===== src/rtl/scoreboard_pkg.sv =====
// Shared pipeline types for the register scoreboard: register address, per-register
// entry struct and the default tag/latency sizing.
package scoreboard_pkg;

  localparam int unsigned SbNtag = 8;
  localparam int unsigned SbLatW = 3;
  localparam int unsigned SbTagW = $clog2(SbNtag);

  typedef logic [4:0] creg_addr_t;

  typedef struct packed {
    logic              pending;
    logic [SbLatW-1:0] count;
    logic [SbTagW-1:0] tag;
  } sb_entry_t;

endpackage


===== src/rtl/scoreboard_entry.sv =====
// One scoreboard slot: load on issue, count down, clear on a tag-matching writeback.
// Flush beats issue, and issue beats writeback.
module sb_entry
  import scoreboard_pkg::*;
(
  input  logic              clk_i,
  input  logic              rst_ni,
  input  logic              set_i,
  input  logic [SbLatW-1:0] set_count_i,
  input  logic [SbTagW-1:0] set_tag_i,
  input  logic              wb_i,
  input  logic [SbTagW-1:0] wb_tag_i,
  input  logic              flush_i,
  output sb_entry_t         entry_o
);

  sb_entry_t entry_d, entry_q;

  always_comb begin
    entry_d = entry_q;
    if (flush_i) begin
      entry_d.pending = 1'b0;
      entry_d.count   = '0;
    end else if (set_i) begin
      entry_d.pending = 1'b1;
      entry_d.count   = set_count_i;
      entry_d.tag     = set_tag_i;
    end else if (entry_q.pending) begin
      // A stale writer's writeback must not release a register a newer writer owns.
      if (wb_i && (entry_q.tag == wb_tag_i)) begin
        entry_d.pending = 1'b0;
        entry_d.count   = '0;
      end else if (entry_q.count != '0) begin
        entry_d.count = entry_q.count - SbLatW'(1);
      end
    end
  end

  always_ff @(posedge clk_i or negedge rst_ni) begin
    if (!rst_ni) begin
      entry_q <= '0;
    end else begin
      entry_q <= entry_d;
    end
  end

  assign entry_o = entry_q;

endmodule


===== src/rtl/scoreboard.sv =====
// Register scoreboard: tracks in-flight writers per register and flags busy source operands.
// Define SCOREBOARD_STATS_EN to build the 32-bit stall-cycle counter.
module scoreboard
  import scoreboard_pkg::*;
#(
  parameter int unsigned NTAG  = SbNtag,
  parameter int unsigned LAT_W = SbLatW
) (
  input  logic                    clk,
  input  logic                    reset,
  input  logic                    issue_valid,
  input  creg_addr_t              issue_rd,
  input  logic [LAT_W-1:0]        issue_lat,
  output logic [$clog2(NTAG)-1:0] issue_tag,
  input  logic                    wb_valid,
  input  creg_addr_t              wb_rd,
  input  logic [$clog2(NTAG)-1:0] wb_tag,
  input  logic                    flush,
  input  creg_addr_t              rs1,
  input  creg_addr_t              rs2,
  output logic                    rs1_busy,
  output logic                    rs2_busy,
  output logic                    stall,
  output logic [31:0]             stall_cnt
);

  localparam int unsigned TagW = $clog2(NTAG);

  logic [TagW-1:0]  tag_q;
  logic [LAT_W-1:0] set_count;
  sb_entry_t        entries [32];

  always_ff @(posedge clk or negedge reset) begin
    if (!reset) begin
      tag_q <= '0;
    end else if (issue_valid) begin
      tag_q <= tag_q + TagW'(1);
    end
  end

  assign issue_tag = tag_q;

  // The issue cycle is the first latency cycle, so the stored countdown is lat-1.
  assign set_count = (issue_lat == '0) ? '0 : issue_lat - LAT_W'(1);

  assign entries[0] = '0;

  for (genvar r = 1; r < 32; r++) begin : g_entry
    sb_entry u_entry (
      .clk_i       (clk),
      .rst_ni      (reset),
      .set_i       (issue_valid && (issue_rd == creg_addr_t'(r))),
      .set_count_i (set_count),
      .set_tag_i   (tag_q),
      .wb_i        (wb_valid && (wb_rd == creg_addr_t'(r))),
      .wb_tag_i    (wb_tag),
      .flush_i     (flush),
      .entry_o     (entries[r])
    );
  end

  always_comb begin
    rs1_busy = entries[rs1].pending && (entries[rs1].count != '0);
    rs2_busy = entries[rs2].pending && (entries[rs2].count != '0);
    stall    = rs1_busy || rs2_busy;
  end

`ifdef SCOREBOARD_STATS_EN
  logic [31:0] stall_cnt_q;

  always_ff @(posedge clk or negedge reset) begin
    if (!reset) begin
      stall_cnt_q <= '0;
    end else if (stall) begin
      stall_cnt_q <= stall_cnt_q + 32'd1;
    end
  end

  assign stall_cnt = stall_cnt_q;
`else
  assign stall_cnt = '0;
`endif

endmodule

===== config.mk =====
export PLATFORM = sky130hd
export DESIGN_NAME = scoreboard
export DESIGN_NICKNAME = d
export VERILOG_FILES = /design/src/rtl/scoreboard_pkg.sv /design/src/rtl/scoreboard_entry.sv /design/src/rtl/scoreboard.sv
export SDC_FILE = /design/constraint.sdc
export NUM_CORES = 1
export LEC_CHECK = 0
export CAP_MARGIN = 40
export CORE_ASPECT_RATIO = 0.9
export CORE_UTILIZATION = 40
export CTS_CLUSTER_SIZE = 8
export DETAILED_ROUTE_END_ITERATION = 8
export MAX_ROUTING_LAYER = met4
export PLACE_DENSITY = 0.58
export SYNTH_ARGS = -nofsm -noshare
export SYNTH_HDL_FRONTEND = slang
export SYNTH_SLANG_ARGS = --single-unit

===== constraint.sdc =====
create_clock -name clk -period 2.6 [get_ports clk]
set_clock_uncertainty 0.2 [all_clocks]
set_input_delay 0.39 -clock clk [delete_from_list [all_inputs] [get_ports clk]]
set_output_delay 0.39 -clock clk [all_outputs]
set_load 0.02 [all_outputs]

==> results by group, run 1 <==
Routing
  – Wire length after detailed routing: 41.02 mm
  – Number of vias after detailed routing: 11760
  – Starting DRT DRC Count: 640
  – Routed Antenna Nets: 0
  – Drc violations: 0
  – Total iterations of the first detailed-routing run: 5
  – Detailed-route wire length per cell: 19.03 µm
  – Per-cell via count in the routed design: 5.455

Global routing
  – Pin count of the biggest net entering global routing: 53
  – Via count of the first global-routing pass: 12110
  – First-pass GRT wire length: 65.34 mm
  – GR Overflow Total: 0
  – Number of antenna violations at the first check in global routing: 0
  – GRT Util Overall: 25.08%

Placement
  – Routability congestion estimate from global placement: 0.9392
  – Number of buffers added on ports: 36
  – Setup slack after placement: -1.177 ns
  – DPL Wire Length: 29.76 mm
  – Area of placed instances: 0.01669 mm²

Worst setup path
  – Req. time, crit path: 2.01 ns
  – Critical path's largest stage delay: 0.56 ns
  – Startpoint Class: register
  – Origin of the critical flop-to-flop path: g_entry[16].u_entry.entry_o[4]
  – Setup Crit Path Kind: reg2out
  – Cell depth of the worst flop-to-flop path: 8
  – Arrival time at the worst endpoint: 2.75 ns
  – Buffers & Inverters on Critical Path: 1
  – Register-to-register setup slack: 0.33 ns
  – Worst flop-to-flop path endpoint: g_entry[16].u_entry.entry_o[4]
  – Cells along the critical path: mux4_2, and2_4, a31oi_4, nor3_2, or4_4, or2_4, buf_6
  – Slowest-stage cell, CP: sky130_fd_sc_hd__or4_4
  – Critical-path maximum fanout: 2
  – Endpoint class of the critical path: output port
  – Total number of cells along the worst setup path: 7
  – Critical path's top delay family: simple AND/OR/NAND/NOR gates

CTS
  – TritonCTS Buffers: 31
  – TritonCTS clock tree: done
  – Clk sinks: 220
  – Htree depth: 1
  – Clock slew seen by the registers of the worst setup and hold paths: 0.05 ns
  – Clock root buffer: sky130_fd_sc_hd__clkbuf_16
  – Clock Latency Late Sink: 0.58 ns
  – Max clock buf depth: 3

STA
  – Hold Fails Final Rpt: 0
  – Max frequency: 299.7 MHz
  – Final critical-path share of the clock period: 128.3%
  – Clock period minus final worst setup slack: 3.336 ns
  – Transition time at the pin with the least slew margin: 0.7294 ns
  – WHS: 0.08356 ns
  – Unrepaired setup endpoints after global routing: true
  – Total count of max-transition violations in the final report: 0
  – Final-layout setup total negative slack: -1.915 ns
  – Post-route setup slack: -0.7364 ns
  – Number of failing setup endpoints in the final timing report: 3
  – Relative slew slack: 51.27%

Yosys
  – Count of unique library cells instantiated by Yosys: 58
  – Async S/R FF share, synth: 100.0%
  – Cell area after synthesis: 0.01348 mm²
  – Synthesis-stage register bit count: 220
  – Synthesis Warnings: 0
  – Fraction of the yosys area taken by sequential cells: 40.85%
  – Dominant cell by count in the synthesized netlist: sky130_fd_sc_hd__dfrtp_1
  – Mapped Avg Cell Area: 9.709 µm²
  – Cells after synthesis: 1388
  – Top area cells in the synthesized netlist: sky130_fd_sc_hd__dfrtp_1 41%, sky130_fd_sc_hd__xnor2_1 6.1%, sky130_fd_sc_hd__ha_1 5.8%
  – Share of the synthesized area in the top cell type: 40.85%
  – Most frequent cells after synthesis: 220 x sky130_fd_sc_hd__dfrtp_1, 193 x sky130_fd_sc_hd__nor2_1, 99 x sky130_fd_sc_hd__inv_1
  – Post-synthesis cell type with the largest combined area: sky130_fd_sc_hd__dfrtp_1
  – Number of synthesized flops with an enable pin: 0
  – Top FF cell, synth: sky130_fd_sc_hd__dfrtp_1

Layout
  – Share of post-route cells with drive strength above 1: 25.91%
  – Layout Cell Area excl Fill: 0.01763 mm²
  – Final core area utilization: 53.39%
  – Diodes inserted: 0
  – Area growth from synthesis to layout: 30.86%
  – Total Nets Final: 1825

Pwr
  – Pwr per Cell Area: 558.0 mW/mm²
  – VDD IR max: 532.3 µV
  – Leakage: 7.946 nW

Outcome
  – Run status: complete, but fails checks
  – Violated checks: setup timing

Die
  – Die X-Extent: 195.5 µm
  – Core region area: 0.03303 mm²
  – Floorplan row count: 63
  – Boundary Pins: 69
  – Area of the die: 0.03443 mm²
  – Starting Density: 40.80%
  – Die height: 176.1 µm

Hold path
  – Startpoint of the most critical hold path: flush
  – HP Class: in2reg
  – Hold endpoint: g_entry[12].u_entry.entry_o[6]
  – Hold Path Stages: 2

Flow run
  – Max-cap violations: 0
==> layout make-up <==
cell class	instances	area [µm²]
Multi-Input combinational cell	1004	7363
Fill cell	2971	15390
Tap cell	422	528.0
Inverter	100	375.4
Clock buffer	34	797.0
Clock inverter	1	8.758
Sequential cell	220	5505
Timing Repair Buffer	374	3057
==> power breakdown <==
part	internal, mW	switching (mW)	leakage (nW)
Clock	2.11	1.50	0.396
Sequential	3.86	0.282	3.00
Combinational	0.979	1.11	4.55
Total	6.95	2.89	7.95
==> worst max-delay path by stage <==
stage,from,end,slack [ns]
3_3_place_gp,rs2[1],stall,-1.17
5_1_grt,g_entry[21].u_entry.entry_o[6],stall,-0.78
2_1_floorplan,rs2[1],stall,-0.13
3_5_place_dp,rs2[1],stall,-1.18
4_1_cts,g_entry[21].u_entry.entry_o[6],stall,-0.73
6_report,g_entry[21].u_entry.entry_o[6],stall,-0.74
==> cell families (layout without fill, tap and decap cells) <==
logic type | after synthesis | after routing | share of synthesized area [%]
mux | 131 | 131 | 11.34
xor+xnor | 95 | 95 | 6.175
other cells | 1 | 32 | 0.02783
compound gates | 316 | 316 | 16.53
fa+ha+maj | 63 | 63 | 5.850
flops | 220 | 220 | 40.85
buf+inv | 195 | 509 | 6.527
simple gates | 367 | 367 | 12.70
==> placed cells by master (no fill, tap or decap), types with 7 or more instances in the layout <==
master	n
sky130_fd_sc_hd__o31ai_1	12
sky130_fd_sc_hd__conb_1	32
sky130_fd_sc_hd__inv_1	99
sky130_fd_sc_hd__xnor2_1	94
sky130_fd_sc_hd__mux2_2	34
sky130_fd_sc_hd__nand4_1	31
sky130_fd_sc_hd__buf_4	324
sky130_fd_sc_hd__nand2b_1	11
sky130_fd_sc_hd__ha_1	63
sky130_fd_sc_hd__a211oi_1	9
sky130_fd_sc_hd__o211ai_1	7
sky130_fd_sc_hd__nor2b_1	35
sky130_fd_sc_hd__nand2_1	48
sky130_fd_sc_hd__a221oi_1	23
sky130_fd_sc_hd__o21ai_0	42
sky130_fd_sc_hd__o21ai_1	29
sky130_fd_sc_hd__nand3_1	9
sky130_fd_sc_hd__mux2_1	60
sky130_fd_sc_hd__mux2i_1	30
sky130_fd_sc_hd__nor2_1	192
sky130_fd_sc_hd__a21oi_1	61
sky130_fd_sc_hd__clkbuf_16	31
sky130_fd_sc_hd__buf_12	13
sky130_fd_sc_hd__o2bb2ai_1	31
sky130_fd_sc_hd__nor3_1	10
sky130_fd_sc_hd__clkdlybuf4s50_1	26
sky130_fd_sc_hd__dfrtp_1	220
sky130_fd_sc_hd__a22o_1	58
sky130_fd_sc_hd__o311ai_0	13
sky130_fd_sc_hd__o31ai_2	7
==> routing by layer <==
layer / vias to the layer above / global-route usage (%) / part of all wire (%)
li1: 5585 / - / -
met1: 5746 / 31.02 / 43
met2: 317 / 42.05 / 48
met3: 108 / 3.324 / 4.6
met4: 0 / 9.154 / 4.0
met5: - / - / 0
==> stage by stage <==
step | power [mW] | std cells
after global routing | 10.29 | 2155
after CTS | 9.931 | 2154
after detailed placement | 6.297 | 2121
final | 9.839 | 2155
after floorplan | 5.457 | 1419
after global placement | 6.199 | 2121
==> repair_timing <==
action,CTS,global route
setup endpoints to repair,3,3
buffers inserted,3,1
pin swaps,3,7
hold endpoints to repair,204,0
hold buffers,1,0
gates resized for setup,26,19
==> sequential cells by signal, summed over array words and instances, names as in the netlist <==
name	cells
issue_tag	3
g_entry.u_entry.entry_o	217
Note: power is estimated with default switching activity, not from simulation.
==> run 2: changes to the inputs <==
CAP_MARGIN = 0   (was 40)
CTS_CLUSTER_SIZE = 30   (was 8)
==> run 2 against run 1 <==
The flow still finishes with violations (setup timing). Setup slack improved by 0.019 ns. Highest routed layer unchanged. Global-route usage fell by 0.20 points. Design area rose by 0.94%. Largest power group unchanged. Sequential share of layout area fell by 0.29 points. Via count rose by 0.22%. Die area did not move.
==> results by group, run 2 (synthesis gave the netlist of run 1 again) <==
Outcome
  – Run status: complete, but fails checks (unchanged)
  – Violated checks: setup timing (unchanged)

STA
  – Transition time at the pin with the least slew margin: 0.7133 ns (was 0.7294 ns)
  – Post-route setup slack: -0.7175 ns (was -0.7364 ns)
  – Final critical-path share of the clock period: 127.6% (was 128.3%)
  – Number of failing setup endpoints in the final timing report: 3 (unchanged)
  – Hold Fails Final Rpt: 0 (unchanged)
  – Unrepaired setup endpoints after global routing: true (unchanged)
  – WHS: 0.09569 ns (was 0.08356 ns)
  – Relative slew slack: 52.35% (was 51.27%)
  – Clock period minus final worst setup slack: 3.317 ns (was 3.336 ns)
  – Max frequency: 301.4 MHz (was 299.7 MHz)
  – Total count of max-transition violations in the final report: 0 (unchanged)

Placement
  – Area of placed instances: 0.01669 mm² (unchanged)
  – Number of buffers added on ports: 36 (unchanged)
  – Routability congestion estimate from global placement: 0.9392 (unchanged)
  – DPL Wire Length: 29.76 mm (unchanged)

Global routing
  – GR Overflow Total: 0 (unchanged)
  – Via count of the first global-routing pass: 12070 (was 12110)
  – Pin count of the biggest net entering global routing: 53 (unchanged)
  – First-pass GRT wire length: 65.07 mm (was 65.34 mm)
  – Number of antenna violations at the first check in global routing: 0 (unchanged)
  – GRT Util Overall: 24.89% (was 25.08%)

Die
  – Die X-Extent: 195.5 µm (unchanged)
  – Die height: 176.1 µm (unchanged)
  – Core region area: 0.03303 mm² (unchanged)
  – Area of the die: 0.03443 mm² (unchanged)
  – Floorplan row count: 63 (unchanged)
  – Starting Density: 40.80% (unchanged)
  – Boundary Pins: 69 (unchanged)

Routing
  – Starting DRT DRC Count: 644 (was 640)
  – Number of vias after detailed routing: 11780 (was 11760)
  – Per-cell via count in the routed design: 5.429 (was 5.455)
  – Drc violations: 0 (unchanged)
  – Wire length after detailed routing: 41.00 mm (was 41.02 mm)
  – Total iterations of the first detailed-routing run: 5 (unchanged)
  – Routed Antenna Nets: 0 (unchanged)
  – Detailed-route wire length per cell: 18.89 µm (was 19.03 µm)

Layout
  – Total Nets Final: 1824 (was 1825)
  – Flip-flop count of the largest register, all copies and words added: 217 (unchanged)
  – Area growth from synthesis to layout: 32.10% (was 30.86%)
  – Most common library cell in the layout ignoring fill and taps: sky130_fd_sc_hd__buf_4 (unchanged)
  – Layout Cell Area excl Fill: 0.01780 mm² (was 0.01763 mm²)
  – Commonest cells after routing, fill and taps aside: 322 x sky130_fd_sc_hd__buf_4, 220 x sky130_fd_sc_hd__dfrtp_1, 192 x sky130_fd_sc_hd__nor2_1 (was 324 x sky130_fd_sc_hd__buf_4, 220 x sky130_fd_sc_hd__dfrtp_1, 192 x sky130_fd_sc_hd__nor2_1)
  – Diodes inserted: 0 (unchanged)
  – Fill cell count: 2934 (was 2971)
  – Share of post-route cells with drive strength above 1: 26.49% (was 25.91%)

CTS
  – Clock Latency Late Sink: 0.56 ns (was 0.58 ns)
  – Htree depth: 1 (unchanged)
  – Clk sinks: 220 (unchanged)
  – Clock slew seen by the registers of the worst setup and hold paths: 0.06 ns (was 0.05 ns)
  – Max clock buf depth: 3 (unchanged)
  – Clock root buffer: sky130_fd_sc_hd__clkbuf_16 (unchanged)
  – TritonCTS clock tree: done (unchanged)
  – TritonCTS Buffers: 26 (was 31)

Worst setup path
  – Setup Crit Path Kind: reg2out (unchanged)
  – Req. time, crit path: 2.01 ns (about the same)
  – Arrival time at the worst endpoint: 2.73 ns (was 2.75 ns)
  – Critical-path maximum fanout: 2 (unchanged)
  – Endpoint class of the critical path: output port (unchanged)
  – Startpoint Class: register (unchanged)

Pwr
  – Net switching power of the design: 2.931 mW (was 2.891 mW)
  – Sequential cell fraction of total power: 41.3% (was 42.1%)
  – Switching Share: 29.22% (was 29.38%)
  – Post-layout total power: 10.03 mW (was 9.839 mW)
  – VDD IR max: 562.0 µV (was 532.3 µV)
  – Combinational power share: 20.9% (was 21.3%)
  – Total internal power: 7.099 mW (was 6.948 mW)
  – Pwr per Cell Area: 563.4 mW/mm² (was 558.0 mW/mm²)
  – Clock network fraction of design power: 37.8% (was 36.6%)
  – Leakage: 8.021 nW (was 7.946 nW)

Hold path
  – HP Class: in2reg (unchanged)

Flow run
  – Max-cap violations: 0 (unchanged)
## run 2: path summary, 6_finish.rpt
kind,startpoint,end,slack (ns),cells past startpoint
worst min register to register,g_entry[13].u_entry.entry_o[1],g_entry[13].u_entry.entry_o[1],0.30,1
worst max register to register,g_entry[25].u_entry.entry_o[3],g_entry[25].u_entry.entry_o[4],0.28,9
min in group asynchronous,reset,g_entry[26].u_entry.entry_o[0],0.14,2
worst min-delay path,flush,g_entry[2].u_entry.entry_o[6],0.1,2
worst max-delay path,g_entry[21].u_entry.entry_o[6],stall,-0.72,7
max in group asynchronous,reset,g_entry[14].u_entry.entry_o[4],1.34,3
## run 2: layer usage
metal / wire (µm) / GRT usage (%) / vias to the layer above
li1: - / - / 5602
met1: 17920 / 30.99 / 5820
met2: 20020 / 41.90 / 278
met3: 1515 / 2.713 / 82
met4: 1547 / 9.121 / 0
met5: 0 / - / -
## run 2: power by group through the flow
stage / Clock [mW] / Combinational [mW] / Sequential, mW
3_3_place_gp: 0 / 2.03 / 4.17
4_1_cts: 3.84 / 2.11 / 4.14
3_5_place_dp: 0 / 2.10 / 4.20
6_report: 3.79 / 2.10 / 4.14
2_1_floorplan: 0 / 1.27 / 4.18
5_1_grt: 3.95 / 2.30 / 4.19
## run 2: layout make-up
| cell class | count | area (µm²) | share of cell area [%] |
|---|---|---|---|
| timing repair buffer | 378 | 3109 | 17.47 |
| tap | 422 | 528.0 | 2.966 |
| multi-input combinational | 1004 | 7402 | 41.58 |
| sequential | 220 | 5505 | 30.93 |
| clock inverter | 7 | 98.84 | 0.5553 |
| inverter | 100 | 377.9 | 2.123 |
| clock buffer | 39 | 779.5 | 4.379 |
## run 2: critical path, stage by stage (launching register included)
cell and delay, ns:
sky130_fd_sc_hd__dfrtp_1 0.39, sky130_fd_sc_hd__mux4_2 0.47, sky130_fd_sc_hd__and2_4 0.16, sky130_fd_sc_hd__a31oi_4 0.15
sky130_fd_sc_hd__nor3_2 0.07, sky130_fd_sc_hd__or4_4 0.56, sky130_fd_sc_hd__or2_4 0.25, sky130_fd_sc_hd__buf_6 0.13
## run 2: metrics by stage
step                      utilization [%]  setup slack (ns)  setup TNS, ns  instances
after floorplan                         -           -0.1290        -0.1290       1419
after global placement              50.55            -1.165         -23.67       2121
after detailed placement            50.55            -1.177         -28.14       2121
after CTS                           53.40           -0.7148         -1.779       2166
after global routing                53.90           -0.7552         -2.030       2170
final                               53.90           -0.7175         -1.888       2170
## run 2: timing repair
item	4_1_cts	5_1_grt
endpoints found under the hold margin	195	0
resized for setup	28	31
hold buffers	1	0
pin swaps	3	10
setup endpoints to repair	3	4
setup buffers	4	6
